[src/rtl/caches_types_pkg.sv]
// Types shared by the caches and the memory arbiter.
package caches_types_pkg;
    typedef enum logic [1:0] {IDLE, IGRANT, DGRANT} arb_state_t;
    localparam int STARVE_MAX_DEFAULT = 4;
endpackage

[src/rtl/cpu_types_pkg.sv]
// Core-wide word and address types shared by the cache hierarchy.
package cpu_types_pkg;
    localparam int ADDR_W = 32;
    localparam int WORD_W = 32;
    typedef logic [WORD_W-1:0] word_t;
endpackage

[src/rtl/starve_counter.sv]
// Saturating up-counter with synchronous clear; counts data wins over a waiting fetch.
// Updates on the CLK edge; clear dominates increment.
module starve_counter #(
    parameter  int MAX = 4,
    localparam int W   = $clog2(MAX + 1)
) (
    input  logic         CLK,
    input  logic         RST,
    input  logic         inc,
    input  logic         clr,
    output logic [W-1:0] count
);
    always_ff @(posedge CLK) begin
        if (RST) begin
            count <= '0;
        end else if (clr) begin
            count <= '0;
        end else if (inc && (count != W'(MAX))) begin
            count <= count + W'(1);
        end
    end
endmodule

[src/rtl/memory_arbiter.sv]
// Shares the single-ported RAM between icache and dcache, one access at a time, data first.
// Grant one cycle after request, wait drops on ramready; a request held by its cache stalls until served.
module memory_arbiter
    import caches_types_pkg::*;
#(
    parameter int ADDR_W     = cpu_types_pkg::ADDR_W,
    parameter int DATA_W     = cpu_types_pkg::WORD_W,
    parameter int STARVE_MAX = STARVE_MAX_DEFAULT
) (
    input  logic              CLK,
    input  logic              RST,
    input  logic              iREN,
    input  logic [ADDR_W-1:0] iaddr,
    output logic              iwait,
    output logic [DATA_W-1:0] iload,
    input  logic              dREN,
    input  logic              dWEN,
    input  logic [ADDR_W-1:0] daddr,
    input  logic [DATA_W-1:0] dstore,
    output logic              dwait,
    output logic [DATA_W-1:0] dload,
    output logic              ramREN,
    output logic              ramWEN,
    output logic [ADDR_W-1:0] ramaddr,
    output logic [DATA_W-1:0] ramstore,
    input  logic [DATA_W-1:0] ramload,
    input  logic              ramready
);
    localparam int SW = $clog2(STARVE_MAX + 1);

    arb_state_t    state, next_state;
    logic [SW-1:0] starve;
    logic          starved;
    logic          dreq;
    logic          starve_inc, starve_clr;

    assign dreq    = dREN | dWEN;
    assign starved = (starve == SW'(STARVE_MAX));

    // A data completion only counts against the fetch if the fetch was actually waiting.
    assign starve_inc = (state == DGRANT) && ramready && iREN;
    assign starve_clr = ((state == IGRANT) && ramready) || ((state == IDLE) && !iREN);

    starve_counter #(.MAX(STARVE_MAX)) u_starve (
        .CLK   (CLK),
        .RST   (RST),
        .inc   (starve_inc),
        .clr   (starve_clr),
        .count (starve)
    );

    always_ff @(posedge CLK) begin
        if (RST) begin
            state <= IDLE;
        end else begin
            state <= next_state;
        end
    end

    always_comb begin
        next_state = state;
        ramREN     = 1'b0;
        ramWEN     = 1'b0;
        ramaddr    = '0;
        ramstore   = '0;
        iwait      = 1'b1;
        dwait      = 1'b1;
        unique case (state)
            IDLE: begin
                if (dreq && (!iREN || !starved)) begin
                    next_state = DGRANT;
                end else if (iREN) begin
                    next_state = IGRANT;
                end
            end
            IGRANT: begin
                ramREN  = 1'b1;
                ramaddr = iaddr;
                iwait   = !ramready;
                if (ramready || !iREN) begin
                    next_state = IDLE;
                end
            end
            DGRANT: begin
                ramaddr = daddr;
                // A simultaneous read+write request is a write; no read is issued.
                if (dWEN) begin
                    ramWEN   = 1'b1;
                    ramstore = dstore;
                end else begin
                    ramREN = 1'b1;
                end
                dwait = !ramready;
                if (ramready || !dreq) begin
                    next_state = IDLE;
                end
            end
            default: next_state = IDLE;
        endcase
    end

    assign iload = ramload;
    assign dload = ramload;
endmodule

[config.mk]
export PLATFORM = sky130hd
export DESIGN_NAME = memory_arbiter
export DESIGN_NICKNAME = d
export VERILOG_FILES = /design/src/rtl/caches_types_pkg.sv /design/src/rtl/cpu_types_pkg.sv /design/src/rtl/starve_counter.sv /design/src/rtl/memory_arbiter.sv
export SDC_FILE = /design/constraint.sdc
export NUM_CORES = 1
export LEC_CHECK = 0
export BUFFER_PORTS_ARGS = -buffer_cell sky130_fd_sc_hd__buf_2
export CORE_AREA = 4 4 102 104
export DETAILED_ROUTE_END_ITERATION = 10
export DIE_AREA = 0 0 106 108
export PLACE_DENSITY = 0.51
export SYNTH_ARGS = -nofsm -noshare
export SYNTH_HDL_FRONTEND = slang
export SYNTH_SLANG_ARGS = --single-unit
[constraint.sdc]
create_clock -name CLK -period 4.2 [get_ports CLK]
set_input_delay 0.63 -clock CLK [delete_from_list [all_inputs] [get_ports CLK]]
set_output_delay 0.63 -clock CLK [all_outputs]
set_load 0.02 [all_outputs]
==> summary.md <==
| Metric | Value |
|---|---|
| Clock skew | roughly 0.0022 ns |
| Ys async rst share | 0% |
| Synthesis-stage register bit count | 5 |
| Cts bufs inserted | 3 |
| Status | complete, no violations |
| Synth Net Count | 365 |
| Clock Pin Slew Worst Setup and Hold Paths | 0.04 ns |
| RSZ-0062 raised after global routing | no |
| Design Power | 0.000418 W |
| H-tree depth | 1 |
| Syn avg cell area | 7.05 um^2 |
| Clk buf depth | 2 |
| Post-DP HPWL | 5380 um |
| Fin worst setup slack | roughly 1.5 ns |
| Largest area contributor in the netlist | buf_4 |
| Num ports | 266 |
| Die area | 0.0114 mm^2 |
| Via count | 1851 |
| Total gr overflow | 0 |
| Area Overhead vs Synth | 32.6% |
| Post-layout minimum cycle time | 2.67 ns |
| Peak supply drop | approximately 0.072 mV |
| Routed Antenna Nets | 0 |
| Setup_tns | 0 ns |
| Worst skew pair latency | 0.23 ns |
| Worst flop-to-flop path endpoint | state[0]$_SDFFE_PP0P_ |
| Clock sinks | 5 |
| Reg-to-reg setup timing slack | 2.27 ns |
| Hold Path Sink | u_starve.count[0]$_SDFFE_PP0P_ |
| Initial antenna violation count | 0 |
| N_diodes | 0 |
| GPL Wtd Cong | 0.718 |
| Top_reg_cell synth | dfxtp_1 |
| Crit path kind | reg2out |
| Pre-CTS setup slack | around 1.7 ns |
| Root Driver | clkbuf_8 |
| CP Max Fanout | 45 |
| Critical Path AT | 2.04 ns |
| Wire per inst | 14.3 um |
| Worst rel slew slack | 43.6% |
| Final cell area excluding filler cells | between 0.002 and 0.0025 mm^2 |
| Hold path depth | 2 |
| Final Cycle Share | 63.5% |
| Wirelength, routed | 6460 um |
| Cell with the most instances after synthesis | buf_4 |
| Initial drt markers | 85 |
| CTS tree | built |
| PostCTS Resize Cnt | 0 |
| Fin. Hold Viols | 0 |
| Number of port buffers | ~170 |
| First-pass GRT wire length | ~9400 um |
| Drt drc | 0 |
| Global-route usage over all layers | just over 10% |
| Multi-input logic area | a little over 900 um^2 |
| Static leakage | 1.22 nW |
| Vias in the first global route | 1825 |
| Max-Cap Viols | 0 |
| Finished Core Util | 22.1% |
| Max Fclk | 375 MHz |
| Worst Reg-to-Reg Cells | 6 |
| Post-Synthesis Cells | 226 |
| Core Rows | 36 |
| DR vias/cell | 4.10 |
| Post-CTS Hold Buffers | 0 |
| Unique cell type count in the Yosys netlist | 31 |
| Worst path required time | 3.57 ns |
| R2r startpoint | state[1]$_SDFFE_PP0P_ |
| Ys Warns | 0 |
| Top-area cell type share of the netlist area | around 31% |
| PwrDens | 198 mW/mm^2 |
| Post-synthesis sequential area ratio | under 10% |
| Endpoint class of the critical path | primary output |
| Synthesized area | 0.00159 mm^2 |
| # Post-CTS Setup Buffers | 0 |
| Post-synth EDFFs | 0 |
| Most frequent cells after synthesis | 65 x buf_4, 33 x nor2b_1, 32 x a22oi_1, 32 x and3_1, 14 x clkbuf_1 |
| Cell Area, Placed | 0.00207 mm^2 |
| Detailed Routing Iterations Pass 1 | 4 |
| # fillers | 1104 |
| Ranking of synthesized cells by area | buf_4 31%, a22oi_1 15%, nor2b_1 13% |
| Critical hold path startpoint | u_starve.count[0]$_SDFFE_PP0P_ |
| Nets@finish | about 460 |
| Core Region | 0.00955 mm^2 |
| Hold/Removal Path Class | reg2reg |
| Initial core utilization | 16.7% |
| CP Launch Type | flop |
| Slew Limit Fails | 0 |
| Die Height | ~110 um |
| Die W | 106 um |
| Share of post-route cells with drive strength above 1 | approximately 56% |
| Largest net degree at the start of global routing | 46 |
| # setup viols final | 0 |
| Slew at the pin closest to its max-slew limit | 0.846 ns |
| Register area | 100 um^2 |
[how the worst max path moves through the flow]
stage | cells past startpoint | start | slack (ns) | to
floorplan | 6 | state[0]$_SDFFE_PP0P_ | 2.20 | ramaddr[0]
global placement | 6 | state[0]$_SDFFE_PP0P_ | 1.76 | ramaddr[24]
detailed placement | 6 | state[0]$_SDFFE_PP0P_ | 1.71 | ramaddr[24]
CTS | 6 | state[0]$_SDFFE_PP0P_ | 1.47 | ramaddr[24]
global route | 6 | state[0]$_SDFFE_PP0P_ | 1.30 | ramaddr[27]
finish | 6 | state[0]$_SDFFE_PP0P_ | 1.53 | ramaddr[24]
[metal layers]
metal | track usage, % | routed length [um]
met4 | 5.55 | 238
met3 | 2.93 | 699
met5 | 0 | 0
met1 | 10.5 | 2200
met2 | 19.4 | 3330
[worst max-delay path, cell delays in order, from the launching register on]
cell,delay [ns]
dfxtp_1,0.30
inv_1,0.09
ha_2,0.52
buf_4,0.43
a22oi_1,0.15
nor2b_1,0.13
buf_2,0.17
[logic make-up (layout without fill, tap and decap cells)]
logic type	Yosys count	in the layout	share of synthesized area, %
buffers and inverters	88	181	36.3
adders and majority gates	5	5	3.92
AOI/OAI and AO/OA	42	42	19.5
and+or+nand+nor	84	84	32.7
DFF	5	5	6.28
muxes	2	2	1.33
[sequential cells by signal (all words and copies together) (netlist names)]
signal	count
state	2
u_starve.count	3
[stage by stage]
| step | hold slack (ns) | instances |
|---|---|---|
| after floorplan | 0.463 | 226 |
| after global placement | 0.481 | 448 |
| after CTS | 0.489 | 452 |
| after global routing | 0.514 | 452 |
| final | 0.484 | 452 |
| after detailed placement | 0.482 | 448 |
[cell usage in the layout, fill, tap and decap left out, types with 2 or more instances in the layout]
master / Yosys / layout
and3_1: 32 / 32
and2_1: 2 / 2
inv_1: 6 / 6
buf_2: 2 / 169
dfxtp_1: 5 / 5
ha_1: 5 / 4
nand3_1: 5 / 5
a21oi_1: 3 / 3
o21ai_0: 2 / 2
buf_4: 65 / 2
nand2_1: 3 / 3
clkbuf_8: 0 / 3
nor2b_1: 33 / 33
a22oi_1: 32 / 32
[layout make-up]
cell class | instances | share of cell area, %
multi-input cells | 133 | 43.5
repair buffers | 171 | 40.7
well taps | 133 | 7.87
flip-flops and latches | 5 | 4.74
clock buffers | 4 | 2.13
inverters | 6 | 1.07
[where the power goes]
part / switching, W / leakage, nW / internal (W) / total, W
combinational: 0.000153 / 1.16 / 0.000119 / 0.000273
sequential: 0.00000162 / 0.0407 / 0.0000502 / 0.0000518
clock: 0.0000279 / 0.0228 / 0.0000655 / 0.0000934
Note: power is estimated with default switching activity, not from simulation.
